--- src/rtl/traffic_light_monitor_if.sv ---
// rtl/traffic_light_monitor_if.sv - observed lamp/sensor inputs and monitor status outputs
interface traffic_light_monitor_if;
    logic        sensorA;
    logic        sensorB;
    logic        redLightA;
    logic        yellowLightA;
    logic        greenLightA;
    logic        redLightB;
    logic        yellowLightB;
    logic        greenLightB;
    logic        errClear;
    logic [2:0]  phase;
    logic        locked;
    logic [7:0]  dwell;
    logic        lampErr;
    logic        seqErr;
    logic        timeErr;
    logic        demandErr;
    logic        errPulse;
    logic [15:0] cycleCount;

    modport master (
        output sensorA, sensorB,
        output redLightA, yellowLightA, greenLightA,
        output redLightB, yellowLightB, greenLightB,
        output errClear,
        input  phase, locked, dwell,
        input  lampErr, seqErr, timeErr, demandErr, errPulse,
        input  cycleCount
    );

    modport slave (
        input  sensorA, sensorB,
        input  redLightA, yellowLightA, greenLightA,
        input  redLightB, yellowLightB, greenLightB,
        input  errClear,
        output phase, locked, dwell,
        output lampErr, seqErr, timeErr, demandErr, errPulse,
        output cycleCount
    );
endinterface

--- src/rtl/traffic_light_monitor.sv ---
// rtl/traffic_light_monitor.sv - passive checker of a two-direction traffic light controller
module traffic_light_monitor #(
    parameter int MIN_GREEN_A = 6,
    parameter int MIN_GREEN_B = 5
) (
    input  logic                   clk,
    input  logic                   rst,
    traffic_light_monitor_if.slave mon
);
    typedef enum logic [2:0] {
        PH_SYNC = 3'd0,
        PH_AG   = 3'd1,
        PH_AY   = 3'd2,
        PH_BG   = 3'd3,
        PH_BY   = 3'd4,
        PH_ILL  = 3'd7
    } phase_t;

    localparam logic [7:0] MIN_A = 8'(MIN_GREEN_A);
    localparam logic [7:0] MIN_B = 8'(MIN_GREEN_B);

    phase_t      obs;
    phase_t      phase_q, phase_d;
    phase_t      prev_obs_q, prev_obs_d;
    logic [7:0]  dwell_q, dwell_d;
    logic        sens_a_q, sens_a_d;
    logic        sens_b_q, sens_b_d;
    logic        lamp_err_q, lamp_err_d;
    logic        seq_err_q, seq_err_d;
    logic        time_err_q, time_err_d;
    logic        demand_err_q, demand_err_d;
    logic        err_pulse_q, err_pulse_d;
    logic [15:0] cycle_count_q, cycle_count_d;

    logic [2:0]  lamps_a, lamps_b;
    logic        new_lamp, new_seq, new_time, new_demand, any_err, count_inc;
    logic        a_wants_to_leave, b_wants_to_leave;

    // Decode the six lamps into an observed phase; each direction must be exactly one-hot
    always_comb begin
        lamps_a = {mon.redLightA, mon.yellowLightA, mon.greenLightA};
        lamps_b = {mon.redLightB, mon.yellowLightB, mon.greenLightB};
        obs     = PH_ILL;
        if (lamps_a == 3'b001 && lamps_b == 3'b100)      obs = PH_AG;
        else if (lamps_a == 3'b010 && lamps_b == 3'b100) obs = PH_AY;
        else if (lamps_a == 3'b100 && lamps_b == 3'b001) obs = PH_BG;
        else if (lamps_a == 3'b100 && lamps_b == 3'b010) obs = PH_BY;
    end

    // Phase tracker: lock on a fresh AG, then check successor, timing and demand on every change
    always_comb begin
        phase_d    = phase_q;
        new_lamp   = 1'b0;
        new_seq    = 1'b0;
        new_time   = 1'b0;
        new_demand = 1'b0;
        count_inc  = 1'b0;
        // Demand seen by the controller one cycle earlier decides whether green may end
        a_wants_to_leave = sens_b_q;
        b_wants_to_leave = sens_a_q | ~sens_b_q;
        if (obs == PH_ILL) begin
            new_lamp = 1'b1;
        end else if (phase_q == PH_SYNC) begin
            if (obs == PH_AG && prev_obs_q != PH_AG) phase_d = PH_AG;
        end else begin
            case (phase_q)
                PH_AG: begin
                    if (obs == PH_AG) begin
                        if (dwell_q >= MIN_A && a_wants_to_leave) new_demand = 1'b1;
                    end else if (obs == PH_AY) begin
                        if (dwell_q < MIN_A)   new_time   = 1'b1;
                        if (!a_wants_to_leave) new_demand = 1'b1;
                    end else begin
                        new_seq = 1'b1;
                    end
                end
                PH_AY: begin
                    if (obs == PH_AY)      new_time = 1'b1;
                    else if (obs != PH_BG) new_seq  = 1'b1;
                end
                PH_BG: begin
                    if (obs == PH_BG) begin
                        if (dwell_q >= MIN_B && b_wants_to_leave) new_demand = 1'b1;
                    end else if (obs == PH_BY) begin
                        if (dwell_q < MIN_B)   new_time   = 1'b1;
                        if (!b_wants_to_leave) new_demand = 1'b1;
                    end else begin
                        new_seq = 1'b1;
                    end
                end
                PH_BY: begin
                    if (obs == PH_BY)      new_time  = 1'b1;
                    else if (obs == PH_AG) count_inc = 1'b1;
                    else                   new_seq   = 1'b1;
                end
                default: new_seq = 1'b1;
            endcase
            phase_d = obs;
        end
        any_err = new_lamp | new_seq | new_time | new_demand;
        if (any_err) begin
            phase_d   = PH_SYNC;
            count_inc = 1'b0;
        end
    end

    // History, dwell counter, sticky flags and completed-cycle counter
    always_comb begin
        prev_obs_d    = obs;
        sens_a_d      = mon.sensorA;
        sens_b_d      = mon.sensorB;
        dwell_d       = (obs != prev_obs_q) ? 8'd1 :
                        (dwell_q == 8'hFF)  ? 8'hFF : dwell_q + 8'd1;
        // A clear and a fresh error in the same cycle leave the fresh flag set
        lamp_err_d    = (lamp_err_q   & ~mon.errClear) | new_lamp;
        seq_err_d     = (seq_err_q    & ~mon.errClear) | new_seq;
        time_err_d    = (time_err_q   & ~mon.errClear) | new_time;
        demand_err_d  = (demand_err_q & ~mon.errClear) | new_demand;
        err_pulse_d   = any_err;
        cycle_count_d = cycle_count_q + {15'd0, count_inc};
    end

    // State registers with synchronous active-high reset
    always_ff @(posedge clk) begin
        if (rst) begin
            phase_q       <= PH_SYNC;
            prev_obs_q    <= PH_ILL;
            dwell_q       <= 8'd0;
            sens_a_q      <= 1'b0;
            sens_b_q      <= 1'b0;
            lamp_err_q    <= 1'b0;
            seq_err_q     <= 1'b0;
            time_err_q    <= 1'b0;
            demand_err_q  <= 1'b0;
            err_pulse_q   <= 1'b0;
            cycle_count_q <= 16'd0;
        end else begin
            phase_q       <= phase_d;
            prev_obs_q    <= prev_obs_d;
            dwell_q       <= dwell_d;
            sens_a_q      <= sens_a_d;
            sens_b_q      <= sens_b_d;
            lamp_err_q    <= lamp_err_d;
            seq_err_q     <= seq_err_d;
            time_err_q    <= time_err_d;
            demand_err_q  <= demand_err_d;
            err_pulse_q   <= err_pulse_d;
            cycle_count_q <= cycle_count_d;
        end
    end

    assign mon.phase      = phase_q;
    assign mon.locked     = (phase_q != PH_SYNC);
    assign mon.dwell      = dwell_q;
    assign mon.lampErr    = lamp_err_q;
    assign mon.seqErr     = seq_err_q;
    assign mon.timeErr    = time_err_q;
    assign mon.demandErr  = demand_err_q;
    assign mon.errPulse   = err_pulse_q;
    assign mon.cycleCount = cycle_count_q;
endmodule

--- src/flat_wrapper.sv ---
// flat-port wrapper written by rule: the top's interface ports become plain ports
module traffic_light_monitor_flat 
#(
    parameter int MIN_GREEN_A = 6,
    parameter int MIN_GREEN_B = 5
)
  (clk, rst, mon_sensorA, mon_sensorB, mon_redLightA, mon_yellowLightA, mon_greenLightA, mon_redLightB, mon_yellowLightB, mon_greenLightB, mon_errClear, mon_phase, mon_locked, mon_dwell, mon_lampErr, mon_seqErr, mon_timeErr, mon_demandErr, mon_errPulse, mon_cycleCount);
  traffic_light_monitor_if mon_i ();
  input  logic clk;
  input  logic rst;
  input wire logic [$bits(mon_i.sensorA)-1:0] mon_sensorA;
  input wire logic [$bits(mon_i.sensorB)-1:0] mon_sensorB;
  input wire logic [$bits(mon_i.redLightA)-1:0] mon_redLightA;
  input wire logic [$bits(mon_i.yellowLightA)-1:0] mon_yellowLightA;
  input wire logic [$bits(mon_i.greenLightA)-1:0] mon_greenLightA;
  input wire logic [$bits(mon_i.redLightB)-1:0] mon_redLightB;
  input wire logic [$bits(mon_i.yellowLightB)-1:0] mon_yellowLightB;
  input wire logic [$bits(mon_i.greenLightB)-1:0] mon_greenLightB;
  input wire logic [$bits(mon_i.errClear)-1:0] mon_errClear;
  output wire logic [$bits(mon_i.phase)-1:0] mon_phase;
  output wire logic [$bits(mon_i.locked)-1:0] mon_locked;
  output wire logic [$bits(mon_i.dwell)-1:0] mon_dwell;
  output wire logic [$bits(mon_i.lampErr)-1:0] mon_lampErr;
  output wire logic [$bits(mon_i.seqErr)-1:0] mon_seqErr;
  output wire logic [$bits(mon_i.timeErr)-1:0] mon_timeErr;
  output wire logic [$bits(mon_i.demandErr)-1:0] mon_demandErr;
  output wire logic [$bits(mon_i.errPulse)-1:0] mon_errPulse;
  output wire logic [$bits(mon_i.cycleCount)-1:0] mon_cycleCount;
  assign mon_i.sensorA = mon_sensorA;
  assign mon_i.sensorB = mon_sensorB;
  assign mon_i.redLightA = mon_redLightA;
  assign mon_i.yellowLightA = mon_yellowLightA;
  assign mon_i.greenLightA = mon_greenLightA;
  assign mon_i.redLightB = mon_redLightB;
  assign mon_i.yellowLightB = mon_yellowLightB;
  assign mon_i.greenLightB = mon_greenLightB;
  assign mon_i.errClear = mon_errClear;
  assign mon_phase = mon_i.phase;
  assign mon_locked = mon_i.locked;
  assign mon_dwell = mon_i.dwell;
  assign mon_lampErr = mon_i.lampErr;
  assign mon_seqErr = mon_i.seqErr;
  assign mon_timeErr = mon_i.timeErr;
  assign mon_demandErr = mon_i.demandErr;
  assign mon_errPulse = mon_i.errPulse;
  assign mon_cycleCount = mon_i.cycleCount;
  traffic_light_monitor #(.MIN_GREEN_A(MIN_GREEN_A), .MIN_GREEN_B(MIN_GREEN_B)) u_core (.clk(clk), .rst(rst), .mon(mon_i));
endmodule
--- config.mk ---
export PLATFORM = sky130hd
export DESIGN_NAME = traffic_light_monitor_flat
export DESIGN_NICKNAME = d
export VERILOG_FILES = /design/src/rtl/traffic_light_monitor_if.sv /design/src/rtl/traffic_light_monitor.sv /design/src/flat_wrapper.sv
export SDC_FILE = /design/constraint.sdc
export NUM_CORES = 1
export LEC_CHECK = 0
export BUFFER_PORTS_ARGS = -buffer_cell sky130_fd_sc_hd__buf_2
export CAP_MARGIN = 5
export CORE_MARGIN = 2
export CORE_UTILIZATION = 55
export DETAILED_ROUTE_END_ITERATION = 7
export GPL_ROUTABILITY_DRIVEN = 0
export PLACE_DENSITY = 0.81
export SLEW_MARGIN = 20
export SYNTH_ARGS = -nofsm -noshare
export SYNTH_HDL_FRONTEND = slang
export SYNTH_SLANG_ARGS = --single-unit
export TNS_END_PERCENT = 20
--- constraint.sdc ---
create_clock -name clk -period 5.8 [get_ports clk]
set_clock_uncertainty 0.2 [all_clocks]
set_input_delay 0.29 -clock clk [delete_from_list [all_inputs] [get_ports clk]]
set_output_delay 0.29 -clock clk [all_outputs]
set_load 0.01 [all_outputs]
**After elaboration in Yosys (flattened, before gate mapping)**

Cells that the tools add are included.

- Bits of input ports: 11
- Latch bits: 0
- Bits in writable memories: 0
- Memories: 0
- Bits in read-only memories: 0
- Output and inout port bits: 33
- Register bits after elaboration: 37
- Word-level logic and storage cells: 113

- Add/sub/neg operators: 2
- Equality and inequality tests: 20
- $mul: 0
- Multiplexer cells: 48
- Bitwise gates (word level): 15
- Divide/modulo/power cells: 0
- Reduce and logical (&&, ||, !) cells: 12
- Shift-type cells: 0
- Magnitude comparators: 4

Operators by type and width:

| cell | number |
|---|---|
| 2-to-1 mux 1 bit | 38 |
| equality test 3 x 2 -> 1 bit, second input constant | 6 |
| adder 16 x 1 -> 16 bit | 1 |
| greater-or-equal comparator 8 x 3 -> 1 bit, second input constant | 2 |
| less-than comparator 8 x 3 -> 1 bit, second input constant | 2 |
| equality test 3 bit, second input constant | 5 |
| 2-to-1 mux 3 bit | 5 |
| equality test 3 x 1 -> 1 bit, second input constant | 4 |
| adder 8 x 1 -> 8 bit, second input constant | 1 |
| equality test 8 bit, second input constant | 1 |
| 2-to-1 mux 8 bit | 1 |
| OR 1 bit | 8 |
| case mux 1 bit (4 select lines) | 2 |
| logical AND 1 bit | 7 |
| bitwise AND 1 bit | 4 |
| OR reduction 2 bit | 2 |
| zero test 3 bit | 1 |
| != test 3 x 1 -> 1 bit, second input constant | 1 |
| != test 3 x 2 -> 1 bit, second input constant | 1 |
| != test 3 bit | 1 |
| NOT 1 bit | 3 |
| nonzero test 3 bit | 1 |
| 2-to-1 mux 2 bit | 1 |
| != test 2 bit, second input constant | 1 |
| other kinds (2) | 2 |

**Longest topological paths before layout**

- Word-level depth: 17
- Mapped depth: 9
- Mapped depth without buffers: 9

**Worst setup path after synthesis**

OpenSTA, ideal clock, no wires.

- Kind: register to register
- Start point: reg u_core.phase_q[2] (netlist: u_core.mon.phase[2])
- End point: reg u_core.cycle_count_q[10] (netlist: u_core.mon.cycleCount[10])
- Required time: 5.530 ns
- Arrival: 1.931 ns
- Period minus slack after synthesis: 2.201 ns
- Path buffers: 0
- Cell stages (with the launch flop): 8
- Setup time: 0.070 ns
- Slack: 3.599 ns
- Cell sequence: dfxtp_1 or3b_2 nor2_1 ha_1 ha_1 nand2_1 or3_1 a21oi_1

- Word-level cells in the longest chain between the ends: 9
- Elaborated cells between the ends (all ways): 22
- Those cells by class: add/sub: 1; eq/ne: 4; mux: 13; bitwise: 3; reduce/logical: 1

RTL lines:

| what | line | source |
|---|---|---|
| from (decl) | traffic_light_monitor.sv:23 | `phase_t phase_q, phase_d;` |
| from (signal assigned) | traffic_light_monitor.sv:138 | `phase_q <= phase_d;` |
| equality test 3 bit (tied with other cells) | traffic_light_monitor.sv:66 | `case (phase_q)` |
| case mux 1 bit (4 select lines) | traffic_light_monitor.sv:66 |  |
| 2-to-1 mux 1 bit | traffic_light_monitor.sv:63 | `end else if (phase_q == PH_SYNC) begin` |
| 2-to-1 mux 1 bit | traffic_light_monitor.sv:61 | `if (obs == PH_ILL) begin` |
| OR 1 bit (3 in a row) | traffic_light_monitor.sv:100 | `any_err = new_lamp \| new_seq \| new_time \| new_demand;` |
| 2-to-1 mux 1 bit (*) | traffic_light_monitor.sv:101 | `if (any_err) begin` |
| adder 16 x 1 -> 16 bit (*) | traffic_light_monitor.sv:120 | `cycle_count_d = cycle_count_q + {15'd0, count_inc};` |
| to (signal assigned) | traffic_light_monitor.sv:148 | `cycle_count_q <= cycle_count_d;` |
| to (decl) | traffic_light_monitor.sv:33 | `logic [15:0] cycle_count_q, cycle_count_d;` |

Mark *: on every way between the ends. The rest lies on a longest branch, timed or not.
A chain may end at the register's enable or synchronous reset.

**Worst setup path in the final report**

- Start point: reg u_core.phase_q[2] (netlist: u_core.mon.phase[2])
- End point: reg u_core.cycle_count_q[15] (netlist: u_core.mon.cycleCount[15])

Same word-level chain as after synthesis.

==> summary.md <==
| Metric | Value |
|---|---|
| Status | complete, no violations |
| Worst Tran Pin Value | 561 ps |
| Clock network fraction of total power | 0.316 |
| TritonCTS clock tree | built |
| DR iter-0 viols | 109 |
| Final worst slack | 3300 ps |
| Cell variety after synth | 49 |
| Vias/cell | 5.53 |
| Setup TNS | 0 ps |
| Post-synthesis sequential area ratio | 0.385 |
| Syn nets | 238 |
| Comb power frac | 0.082 |
| Layout cell share with drive strength beyond 1 | 0.232 |
| Arrival @ worst endpoint | 2510 ps |
| All-Layer GR Usage | 0.229 |
| Max_slew headroom | 0.624 |
| Largest net degree at the start of global routing | 27 |
| DIE AREA | 0.00399 mm^2 |
| Crit Reg-Reg Startpoint | u_core.mon.phase[2] |
| Synthesized instance count | 221 |
| Avg Inst Size Synth | 8.70 um^2 |
| Commonest non-fill, non-tap cells in the layout | buf_2 (43), dfxtp_1 (37), nor2_1 (19) |
| Finished Cell Area | 0.00225 mm^2 |
| RSZ-0062 raised after global routing | false |
| Die H | 63.1 um |
| Max Slew Vio Count | 0 |
| Hold EP | u_core.mon.timeErr |
| # rows | 21 |
| Switching part of the total | 0.246 |
| Leak | 0.912 nW |
| Commonest non-fill, non-tap cell in the layout | buf_2 |
| Pwr dens | 194 mW/mm^2 |
| Net load switching power | 0.000108 W |
| Ports | 44 |
| Fin crit share | 0.431 |
| Global-route wire length before repair | 7390 um |
| Post-DP HPWL | 3050 um |
| #FFs+latches synth | 37 |
| IO buf count | 43 |
| Hold Crit Class | input pin to register |
| Fin util | 0.675 |
| Post-Route WL | 4120 um |
| CP endpoint kind | register |
| Clock buffer depth | 2 |
| WL/cell | 13.2 um |
| # H-tree levels | 2 |
| Sink Count | 37 |
| Top_reg_cell synth | dfxtp_1 |
| Fin nets | 284 |
| Initial cell density of the core | 0.576 |
| Crit-path max FO | 10 |
| Core box area | 0.00334 mm^2 |
| Root Buffer | clkbuf_4 |
| Final setup viols | 0 |
| Hold path start | mon_errClear |
| Place WS | 3310 ps |
| Clock transition at path regs | 110 ps |
| F_max | 400 MHz |
| Final worst path period need | 2500 ps |
| Vias in the first global route | 1656 |
| Max-Cap Viols | 0 |
| Reg2reg end | u_core.mon.cycleCount[15] |
| Number of synthesized flops with an enable pin | 0 |
| DIE WIDTH | 63.1 um |
| TritonCTS buffer count | 5 |
| Synth-to-Final Area Change | 17.1% |
| Synthesis warning total | 0 |
| Kind of critical path | register to register |
| DP Area | 0.00217 mm^2 |
| Hold path depth | 3 |
| Reg2reg setup slack | 3300 ps |
| Worst EP required | 5810 ps |
| # diodes | 0 |
| DRC viols | 0 |
| Cell-internal power | 0.000330 W |
| Syn Std Cell Area | 0.00192 mm^2 |
| Worst skew pair latency | 330 ps |
| Register share of total power | 0.601 |
| Asr flop ratio synth | 0 |
| Gr ovfl total | 0 |
| DR vias | 1732 |
| CP Launch Type | register |
| Post-CTS setup buffers | 0 |
| Routed Antenna Nets | 0 |
| Initial antenna violation count | 0 |
| Pre-Repair DR Iteration Count | 4 |
| PostCTS Resize Cnt | 0 |
| Post-CTS Hold Fix Bufs | 2 |
| R2R depth | 7 |
| Max VDD drop | 0.167 mV |
| Final count of hold timing violations | 0 |
==> Yosys cell counts, types with 4 or more instances <==
cell type	n	area share
nor2_1	19	0.037
or3_1	6	0.020
ha_1	6	0.039
nand3_1	8	0.021
a21oi_1	18	0.047
o21ai_0	11	0.029
xnor2_1	8	0.036
nor2b_1	11	0.036
clkbuf_1	5	0.0098
nand4_1	4	0.013
xor2_1	8	0.036
nand2b_1	8	0.026
nor3_1	7	0.018
nand2_1	17	0.033
inv_1	8	0.016
dfxtp_1	37	0.39
==> critical path: stages, from the launching register on <==
cell and delay, ps:
dfxtp_1 520, or3b_2 490, nor2_1 140, ha_1 190, nand3_1 290, nor3_1 340
xnor2_1 150, nor2_1 60
==> worst max path at each step <==
stage	from	depth (start not counted)	to	slack [ps]
finish	u_core.mon.phase[2]	7	u_core.mon.cycleCount[15]	3300
global route	u_core.mon.phase[2]	7	u_core.mon.cycleCount[15]	3140
CTS	u_core.mon.phase[2]	7	u_core.mon.cycleCount[15]	3290
detailed placement	u_core.mon.phase[2]	7	u_core.mon.cycleCount[15]	3310
global placement	u_core.mon.phase[2]	7	u_core.mon.cycleCount[13]	3350
floorplan	u_core.mon.phase[2]	7	u_core.mon.cycleCount[10]	3600
==> metrics by stage <==
stage | cells | total power, W | hold WS, ps
6_report | 313 | 0.000438 | 56.4
3_3_place_gp | 304 | 0.000303 | 258
2_1_floorplan | 221 | 0.000290 | 202
3_5_place_dp | 304 | 0.000304 | 260
4_1_cts | 313 | 0.000442 | 45.9
5_1_grt | 313 | 0.000459 | 64.9
==> kinds of logic (layout without fill, tap and decap cells) <==
family / Yosys count / count (layout) / synth area share
fa+ha+maj: 6 / 6 / 0.0390
flops: 37 / 37 / 0.385
xor+xnor: 16 / 16 / 0.0729
simple gates: 101 / 101 / 0.310
buf+inv: 14 / 60 / 0.0273
compound gates: 47 / 47 / 0.166
==> registers in the layout, summed over array words and instances (netlist names) <==
signal / count
u_core.mon.timeErr: 1
u_core.mon.phase: 3
u_core.prev_obs_q: 3
u_core.mon.demandErr: 1
u_core.mon.lampErr: 1
u_core.sens_a_q: 1
u_core.mon.dwell: 8
u_core.mon.errPulse: 1
u_core.mon.cycleCount: 16
u_core.a_wants_to_leave: 1
u_core.mon.seqErr: 1
==> metal layers <==
layer | track usage | share of wire | up-vias
met5 | 0 | 0 | -
li1 | - | - | 879
met3 | 0.0500 | 0.048 | 4
met4 | 0.0750 | 0.0080 | 0
met2 | 0.387 | 0.48 | 40
met1 | 0.289 | 0.47 | 809
==> cell type report <==
cell class	count	area, um^2
multi-input combinational	170	1130
fill	305	1080
sequential	37	741
timing repair buffer	45	235
tap	46	57.6
clock buffer	6	51.3
inverter	8	30.0
clock inverter	1	7.51
==> power by group through the flow <==
stage / logic (W) / registers [W] / clock network, W
after floorplan: 0.0000213 / 0.000269 / 0
after global placement: 0.0000344 / 0.000269 / 0
after detailed placement: 0.0000350 / 0.000269 / 0
after CTS: 0.0000363 / 0.000263 / 0.000142
after global routing: 0.0000412 / 0.000264 / 0.000154
final: 0.0000361 / 0.000263 / 0.000138
Power figures use the tool's default switching activity.
